==> config.mk <==
export PLATFORM = sky130hd
export DESIGN_NAME = board_renderer
export DESIGN_NICKNAME = d
export VERILOG_FILES = /design/src/rtl/board_renderer.sv
export SDC_FILE = /design/constraint.sdc
export NUM_CORES = 1
export LEC_CHECK = 0
export BUFFER_PORTS_ARGS = -buffer_cell sky130_fd_sc_hd__buf_4
export CAP_MARGIN = 10
export CORE_MARGIN = 2
export CORE_UTILIZATION = 48
export CTS_CLUSTER_DIAMETER = 80
export DETAILED_ROUTE_END_ITERATION = 16
export GPL_ROUTABILITY_DRIVEN = 0
export MAX_ROUTING_LAYER = met4
export PLACE_DENSITY_LB_ADDON = 0.1
export SYNTH_ARGS = -nofsm -noshare
export SYNTH_HDL_FRONTEND = slang
export SYNTH_SLANG_ARGS = --single-unit
==> constraint.sdc <==
create_clock -name clk -period 5.47 [get_ports clk]
set_clock_uncertainty 0.15 [all_clocks]
set_input_delay 1.3675 -clock clk [delete_from_list [all_inputs] [get_ports clk]]
set_output_delay 1.3675 -clock clk [all_outputs]
set_load 0.01 [all_outputs]
==> src/rtl/board_renderer.sv <==
// board_renderer: draws an 8x8 board of 15x15-pixel squares from a piece-code memory,
// either the whole board in row-major order or a single requested square.
module board_renderer (
    input  logic       clk,
    input  logic       reset,
    input  logic       start,
    input  logic       start_square,
    input  logic [2:0] sq_x,
    input  logic [2:0] sq_y,
    output logic [2:0] mem_x,
    output logic [2:0] mem_y,
    input  logic [3:0] mem_data,
    output logic [7:0] vga_x,
    output logic [6:0] vga_y,
    output logic [2:0] vga_colour,
    output logic       plot,
    output logic       busy,
    output logic       done
);
    typedef enum logic [2:0] {IDLE, ADDR, WAIT, LATCH, DRAW, NEXT, DONE} state_t;
    state_t     state_q, state_d;
    logic [2:0] col_q, col_d, row_q, row_d;
    logic [3:0] px_q, px_d, py_q, py_d, piece_q, piece_d;
    logic       single_q, single_d;
    logic       inner, draw;
    logic [2:0] ring_c, piece_c;
    always_ff @(posedge clk) begin
        if (reset) begin
            state_q  <= IDLE;
            col_q    <= '0;
            row_q    <= '0;
            px_q     <= '0;
            py_q     <= '0;
            piece_q  <= '0;
            single_q <= 1'b0;
        end else begin
            state_q  <= state_d;
            col_q    <= col_d;
            row_q    <= row_d;
            px_q     <= px_d;
            py_q     <= py_d;
            piece_q  <= piece_d;
            single_q <= single_d;
        end
    end
    always_comb begin
        state_d  = state_q;
        col_d    = col_q;
        row_d    = row_q;
        px_d     = px_q;
        py_d     = py_q;
        piece_d  = piece_q;
        single_d = single_q;
        case (state_q)
            IDLE: begin
                if (start) begin
                    col_d    = '0;
                    row_d    = '0;
                    single_d = 1'b0;
                    state_d  = ADDR;
                end else if (start_square) begin
                    col_d    = sq_x;
                    row_d    = sq_y;
                    single_d = 1'b1;
                    state_d  = ADDR;
                end
            end
            ADDR:  state_d = WAIT;
            WAIT:  state_d = LATCH;
            LATCH: begin
                piece_d = mem_data;
                px_d    = '0;
                py_d    = '0;
                state_d = DRAW;
            end
            DRAW: begin
                px_d    = (px_q == 4'd14) ? 4'd0 : px_q + 4'd1;
                py_d    = (px_q == 4'd14) ? py_q + 4'd1 : py_q;
                state_d = (px_q == 4'd14 && py_q == 4'd14) ? NEXT : DRAW;
            end
            NEXT: begin
                if (single_q || (col_q == 3'd7 && row_q == 3'd7)) begin
                    state_d = DONE;
                end else begin
                    col_d   = col_q + 3'd1;
                    row_d   = (col_q == 3'd7) ? row_q + 3'd1 : row_q;
                    state_d = ADDR;
                end
            end
            DONE:    state_d = IDLE;
            default: state_d = IDLE;
        endcase
    end
    always_comb begin
        draw       = (state_q == DRAW);
        inner      = (px_q >= 4'd3) && (px_q <= 4'd11) && (py_q >= 4'd3) && (py_q <= 4'd11);
        ring_c     = (col_q[0] ^ row_q[0]) ? 3'b010 : 3'b110;
        piece_c    = (piece_q == 4'd0) ? ring_c : (piece_q <= 4'd6) ? 3'b000 : (piece_q <= 4'd12) ? 3'b111 : 3'b100;
        mem_x      = col_q;
        mem_y      = row_q;
        plot       = draw;
        busy       = (state_q != IDLE);
        done       = (state_q == DONE);
        vga_x      = draw ? 8'd20 + 8'd15 * {5'b0, col_q} + {4'b0, px_q} : 8'd0;
        vga_y      = draw ? 7'd15 * {4'b0, row_q} + {3'b0, py_q} : 7'd0;
        vga_colour = draw ? (inner ? piece_c : ring_c) : 3'b000;
    end
endmodule

==> metrics.md, run 1 <==
| Metric | Value |
|---|---|
| Initial DRC count | 73 |
| Vias | 1856 |
| Htree depth | 1 |
| Dominant cells by area after synthesis | dfxtp_1 20%, ha_1 17%, fa_1 9.2%, nor2_1 6.1%, inv_1 5.9% |
| Register area share after synthesis | 0.203 |
| Clock transition at path regs | 80 ps |
| DR pass1 iterations | 4 |
| Avg Inst Size Synth | 8.41 sq um |
| Async SR Flop Fraction | 0 |
| Total of max-cap violations | 0 |
| Register bit total from synthesis | 22 |
| Placed Area | 0.00248 sq mm |
| Vias in the first global route | 1710 |
| Metal3 WL | 195 um |
| DIE WIDTH | 71.3 um |
| TritonCTS clock tree | built |
| Hpwl dp | 3.39 mm |
| Hold Buf Count CTS | 0 |
| Inserted Clock Buffers | 3 |
| Worst-path fanout max | 7 |
| Dominant cell type by area after synthesis | dfxtp_1 |
| Max Slew Vio Count | 0 |
| Total chip power | 569 uW |
| Fin crit share | 0.919 |
| Post-synth top cells | 35 x nor2_1, 34 x inv_1, 30 x ha_1 |
| DRT antenna net count | 0 |
| Worst VDD drop | 197 uV |
| Post-synth EDFFs | 0 |
| GR Util All Layers | 0.184 |
| Net Count, Synth | 312 |
| Slew @ Worst Pin | 545 ps |
| RSZ-0062 raised after global routing | false |
| Clk buf depth | 2 |
| First-pass GRT wire length | 7.42 mm |
| Count leader, synth | nor2_1 |
| Outcome | finished, final reports clean |
| LEAKAGE | 1.23 nW |
| Clk sink count | 22 |
| Final setup viols | 0 |
| R2r setup slk | 3380 ps |
| IO Pins | 41 |
| N_diodes | 0 |
| Area share of the largest cell type after synthesis | 0.203 |
| Highest Signal Layer | met4 |
| Most used DFF post-synth | dfxtp_1 |
| Initial antenna violation count | 0 |
| Achievable frequency | 199 MHz |
| Routed WL per cell | 12.4 um |
| Die footprint | 0.00508 sq mm |
| Worst Hold Class | reg2reg |
| Area delta synth->final | 17.6% |
| # rows | 24 |
| Crit path time final | 5030 ps |
| Nets | 348 |
| Sum of negative setup slack | 0 ps |
| Root Buffer | clkbuf_8 |
| Max-slew headroom | 0.636 |
| Post-route DRC violation count | 0 |
| Initial core utilization | 0.499 |
| Buffers added on ports | 40 |
| Die Y | 71.3 um |
| Post-synthesis cell area | 0.00217 sq mm |
| Layout cells sized above 1 | 0.177 |
| Setup crit start kind | flop |
| Synth Warn # | 0 |
| GRT Residual Overflow | 0 |
| Drt total wl | 4.29 mm |
| Cells after Synth | 258 |
| Worst-skew pair later-pin latency | 260 ps |
| Design Area, Final | 0.00255 sq mm |
| Core area | 0.00435 sq mm |
| Setup Buffers After CTS | 0 |
| PwrDens | 223 mW/mm^2 |
| Crit path kind | reg2out |
| Setup crit end kind | primary output |
| Routed wl met2 | 1.99 mm |
| CTS resizes | 0 |
| Crit path DAT | 3510 ps |
| Distinct cell type count after synthesis | 46 |
| Hold Vio Cnt, Final | 0 |
| Final core utilization | 0.586 |
| M1 wire length | 2.08 mm |
| Hold path cells | 2 |
| Pin count of the biggest net entering global routing | 22 |
| Routed vias/inst | 5.38 |
| Worst r2r path cells | 5 |
| Worst EP required | 3950 ps |
[layout make-up]
cell class	count	area, sq um
clock buffer	3	41.3
clock inverter	1	30.0
fill	411	1800
inverter	34	128
multi-input combinational	192	1540
sequential	22	440
tap	52	65.1
timing repair buffer	41	308
[per-stage QoR]
stage          worst slack [ps]  hold WS, ps  instances
3_5_place_dp                683          378        341
2_1_floorplan               910          347        258
6_report                    444          392        345
3_3_place_gp                776          376        341
5_1_grt                     239          438        345
4_1_cts                     396          392        345
[report_power, final]
group | internal [mW] | switching, mW | total (mW)
Combinational | 0.104 | 0.118 | 0.223
Sequential | 0.171 | 0.0247 | 0.196
Clock | 0.0977 | 0.0528 | 0.150
Total | 0.373 | 0.196 | 0.569
[worst max-delay path, cell delays in order (launching register included)]
cell and delay (ps):
dfxtp_1 500, inv_1 90, ha_1 330, fa_1 460, fa_1 510, inv_1 40, ha_1 210, fa_1 410
a21o_1 180, a21oi_1 160, xor2_1 160, nor2_1 50, buf_4 140
[logic make-up (layout without fill, tap and decap cells)]
group,Yosys count,after routing,share of synthesized area
DFF,22,22,0.203
adders and majority gates,41,41,0.270
AOI/OAI and AO/OA,52,52,0.162
xor gates and xnor gates,7,7,0.0282
and+or+nand+nor,86,86,0.221
buffers and inverters,44,79,0.0876
muxes,6,6,0.0288
[per-layer routing]
metal / global-route usage / up-vias
li1: - / 964
met1: 0.240 / 842
met2: 0.306 / 46
met3: 0.0323 / 4
met4: 0.0294 / 0
met5: - / -
[sequential cells by signal, indices dropped and copies added, names as in the netlist]
name      count
py_q          4
mem_x         3
single_q      1
mem_y         3
piece_q       4
px_q          4
state_q       3
[placed cells by master, fill, tap and decap left out, drive strengths merged, types with 7 or more instances in the layout]
cell and instances:
nor3 7, nand2 8, a211oi 8, a21oi 14
buf 41, fa 10, and2 9, ha 30
dfxtp 22, nor2 35, a31oi 8, inv 34
[path summary, 6_finish.rpt]
check,end,start
setup / recovery,vga_x[6],mem_x[1]
hold / removal,single_q,single_q
setup reg to reg,px_q[1],state_q[2]
hold reg to reg,single_q,single_q
Power figures use the tool's default switching activity.
==> run 2, diff against run 1 <==
CORE_ASPECT_RATIO = 1.5   (was not set)
==> run 2 against run 1 <==
Against the previous run: the run now ends with design-rule violations left; cell count down 1.4%; die area up 0.22%; routed wire length up 2.4%; clock-buffer cell count up 1; sequential power about the same; register-to-register slack worse by 240 ps; setup slack worse by 20 ps; sequential cell count unchanged; critical path type unchanged; highest routed layer unchanged.
==> metrics.md, run 2 (synthesized netlist as in run 1, its figures left out) <==
| Metric | Value |
|---|---|
| Worst-skew pair later-pin latency | 260 ps |
| Initial antenna violation count | 0 |
| CTS resizes | 0 |
| Crit path kind | reg2out |
| Drt total wl | 4.39 mm |
| Commonest non-fill, non-tap cell in the layout | buf_4 |
| N_diodes | 0 |
| Clock transition at path regs | 80 ps |
| Failing checks | design-rule violations |
| Hold path cells | 2 |
| Die Y | 86.4 um |
| Delay of the slowest critical-path stage | 510 ps |
| Routed vias/inst | 5.44 |
| Setup crit end kind | primary output |
| Post-Layout Cell Count | 340 |
| Max Slew Vio Count | 0 |
| Slowest-stage cell, CP | fa_1 |
| Crit path time final | 5050 ps |
| Most frequent cells in the layout | 40 x buf_4, 35 x nor2_1, 34 x inv_1 |
| Worst VDD drop | 132 uV |
| CP Launch Point | mem_x[1] |
| LEAKAGE | 1.22 nW |
| Final setup viols | 0 |
| Crit path cell chain | inv_1, ha_1, fa_1, fa_1, inv_1, ha_1, fa_1, a21o_1, a21oi_1, xor2_1, nor2_1, buf_4 |
| CP dominant cell by count | fa_1 |
| Buffers added on ports | 40 |
| Vias in the first global route | 1707 |
| Clk sink count | 22 |
| Initial core utilization | 0.490 |
| # rows | 30 |
| Hpwl dp | 3.57 mm |
| Setup crit start kind | flop |
| Htree depth | 1 |
| Hold Vio Cnt, Final | 0 |
| DIE WIDTH | 58.9 um |
| GRT Residual Overflow | 0 |
| Initial DRC count | 36 |
| TritonCTS clock tree | built |
| Clk buf depth | 2 |
| Setup Buffers After CTS | 0 |
| Slew @ Worst Pin | 800 ps |
| DRT antenna net count | 0 |
| Worst R2R End | px_q[1] |
| PwrDens | 211 mW/mm^2 |
| DR pass1 iterations | 10 |
| Total of max-cap violations | 0 |
| Area delta synth->final | 16.3% |
| First-pass GRT wire length | 7.61 mm |
| R2r setup slk | 3140 ps |
| Crit path DAT | 3530 ps |
| Max-slew headroom | 0.467 |
| Largest regs | piece_q (4), px_q (4), py_q (4) |
| RSZ-0062 raised after global routing | false |
| Achievable frequency | 198 MHz |
| Nets | 347 |
| Worst Hold Class | reg2reg |
| Pin count of the biggest net entering global routing | 22 |
| Layout cells sized above 1 | 0.175 |
| Outcome | finished with violations |
| CP Capture Point | vga_x[6] |
| Post-route DRC violation count | 4 |
| Worst-path fanout max | 7 |
| Root Buffer | clkbuf_8 |
| Routed WL per cell | 12.9 um |
| GR Util All Layers | 0.194 |
| Vias | 1850 |
| IO Pins | 41 |
| Filler Cell Count | 434 |
| Min-delay src | single_q |
| Worst r2r path cells | 4 |
| Worst r2r src | state_q[2] |
| Fin crit share | 0.922 |
| Core area | 0.00443 sq mm |
| Sum of negative setup slack | 0 ps |
| Placed cell count | 336 |
| Worst EP required | 3950 ps |
| Die footprint | 0.00509 sq mm |
| Inserted Clock Buffers | 3 |
| Hold Buf Count CTS | 0 |
-- run 2: cell types whose count changed in the layout (fill, tap and decap cells not counted) --
cell	delta
buf_4	-1
bufinv_16	-1
clkbuf_8	+1
-- run 2: stage by stage --
step	hold WS (ps)	util	total power [mW]	setup slack, ps	cell area (sq um)
global route	448	0.570	0.587	212	2520
CTS	401	0.570	0.543	387	2520
detailed placement	390	0.557	0.426	690	2470
finish	392	0.570	0.531	424	2520
floorplan	347	-	0.362	910	2170
global placement	372	0.557	0.423	750	2470
-- run 2: metal layers --
metal  vias up  track usage  wire [um]
met1       848        0.222       1820
met3         6       0.0119        108
met2        29        0.351       2400
met5         -            -          0
met4         0       0.0599         65
li1        967            -          -
-- run 2: critical path: cells and delay by family, from the launching register on --
kind / cells / cell delay, ps
XOR/XNOR: 1 / 150
buffers and inverters: 3 / 290
AO/OA/AOI/OAI: 2 / 340
adder cells (fa/ha/maj): 5 / 1930
AND/OR/NAND/NOR: 1 / 50
flip-flops: 1 / 500
-- run 2: worst min-delay path by stage --
stage | to | slack, ps
6_report | single_q | 390
5_1_grt | piece_q[1] | 450
4_1_cts | single_q | 400
3_5_place_dp | single_q | 390
3_3_place_gp | single_q | 370
2_1_floorplan | px_q[3] | 350
-- run 2: where the power goes --
part	internal, mW	switching, mW
clock network	0.0641	0.0511
registers	0.171	0.0235
logic	0.103	0.119
-- run 2: cell type report --
type,count,area [sq um],share of cell area
inverters,34,128,0.0506
flip-flops and latches,22,440,0.175
clock buffers,4,55.1,0.0218
multi-input cells,192,1540,0.610
repair buffers,40,300,0.119
well taps,48,60.1,0.0238
==> run 3, diff against run 2 <==
ABC_CLOCK_PERIOD_IN_PS = 6300   (was not set)
clock period = 6.3 ns   (was 5.47 ns; I/O delays follow)
==> run 3 against run 2 <==
Against the previous run: the run still ends with design-rule violations left; global-route usage fell by 0.081 points; setup slack improved by 610 ps; largest power group unchanged; highest routed layer unchanged; total power fell by 13%; via count rose by 0.38%; sequential cell count did not move.
==> metrics.md, run 3 (synthesized netlist as in run 1, its figures left out) <==
| Metric | Value |
|---|---|
| Slew @ Worst Pin | 846 ps |
| Initial DRC count | 38 |
| Nets | 347 |
| GRT Residual Overflow | 0 |
| Final setup viols | 0 |
| Vias in the first global route | 1720 |
| Drt total wl | 4.45 mm |
| DRT antenna net count | 0 |
| Initial antenna violation count | 0 |
| IO Pins | 41 |
| Max-slew headroom | 0.436 |
| PwrDens | 184 mW/mm^2 |
| Crit path DAT | 3540 ps |
| Dpl ws | 1290 ps |
| RSZ-0062 raised after global routing | false |
| Hpwl dp | 3.56 mm |
| Clock transition at path regs | 80 ps |
| Total chip power | 464 uW |
| Setup Buffers After CTS | 0 |
| Final core utilization | 0.570 |
| DR pass1 iterations | 10 |
| Routed vias/inst | 5.46 |
| Placed Area | 0.00247 sq mm |
| Achievable frequency | 190 MHz |
| Commonest non-fill, non-tap cell in the layout | buf_4 |
| Die Y | 86.4 um |
| Placed cell count | 336 |
| Setup crit end kind | primary output |
| Final worst slack | 1030 ps |
| Htree depth | 1 |
| Most frequent cells in the layout | 40 x buf_4, 35 x nor2_1, 34 x inv_1 |
| Hold Buf Count CTS | 0 |
| TritonCTS clock tree | built |
| Max Slew Vio Count | 0 |
| Failing checks | design-rule violations |
| Buffers added on ports | 40 |
| Setup crit start kind | flop |
| First-pass GRT wire length | 7.51 mm |
| Core area | 0.00443 sq mm |
| Die footprint | 0.00509 sq mm |
| Total of max-cap violations | 0 |
| Post-route DRC violation count | 4 |
| GR Util All Layers | 0.193 |
| DIE WIDTH | 58.9 um |
| Sum of negative setup slack | 0 ps |
| Routed WL per cell | 13.1 um |
| Vias | 1857 |
| Clk buf depth | 2 |
| Hold Vio Cnt, Final | 0 |
| Worst EP required | 4580 ps |
| Root Buffer | clkbuf_8 |
| Worst-skew pair later-pin latency | 260 ps |
| Largest regs | piece_q (4), px_q (4), py_q (4) |
| Crit path kind | reg2out |
| Clk sink count | 22 |
| LEAKAGE | 1.22 nW |
| # rows | 30 |
| Pin count of the biggest net entering global routing | 22 |
| Initial core utilization | 0.490 |
| Design Area, Final | 0.00252 sq mm |
| Worst-path fanout max | 7 |
| Worst VDD drop | 128 uV |
| CTS resizes | 0 |
| Post-Layout Cell Count | 340 |
| Fin crit share | 0.836 |
| Inserted Clock Buffers | 3 |
| N_diodes | 0 |
| Crit path time final | 5270 ps |
| Area delta synth->final | 16.3% |
| Final hold slack | 396 ps |
| Outcome | finished with violations |
| Layout cells sized above 1 | 0.175 |
| Worst Hold Class | reg2reg |
## run 3: cell counts in the layout (fill, tap and decap cells not counted)
Identical to the previous run, type by type.
## run 3: routing by layer
metal  vias up  track usage  wire, um
met4         0       0.0599        59
met5         -            -         0
met1       869        0.212      1840
met3         5       0.0134        89
li1        963            -         -
met2        20        0.359      2470
## run 3: worst max-delay path, stage by stage, from the launching register on
cell	delay (ps)
dfxtp_1	500
inv_1	80
ha_1	330
fa_1	460
fa_1	510
inv_1	40
ha_1	210
fa_1	420
a21o_1	180
a21oi_1	170
xor2_1	150
nor2_1	50
buf_4	170
## run 3: worst paths after layout
check                           cells past startpoint  slack, ps        from       end
worst max-delay path                               12       1030    mem_x[1]  vga_x[6]
worst min-delay path                                2        400    single_q  single_q
worst max register to register                      4       3920  state_q[2]   px_q[1]
worst min register to register                      2        400    single_q  single_q
## run 3: cell type report
cell class,count,area (sq um)
well taps,48,60.1
repair buffers,40,300
clock buffers,4,55.1
fillers,448,1910
inverters,34,128
flip-flops and latches,22,440
multi-input cells,192,1540
## run 3: power breakdown
group	switching (mW)	internal, mW	total [mW]	leakage [nW]
logic	0.103	0.0892	0.192	1.02
registers	0.0204	0.149	0.169	0.179
clock network	0.0470	0.0558	0.103	0.0288
total	0.171	0.294	0.464	1.22
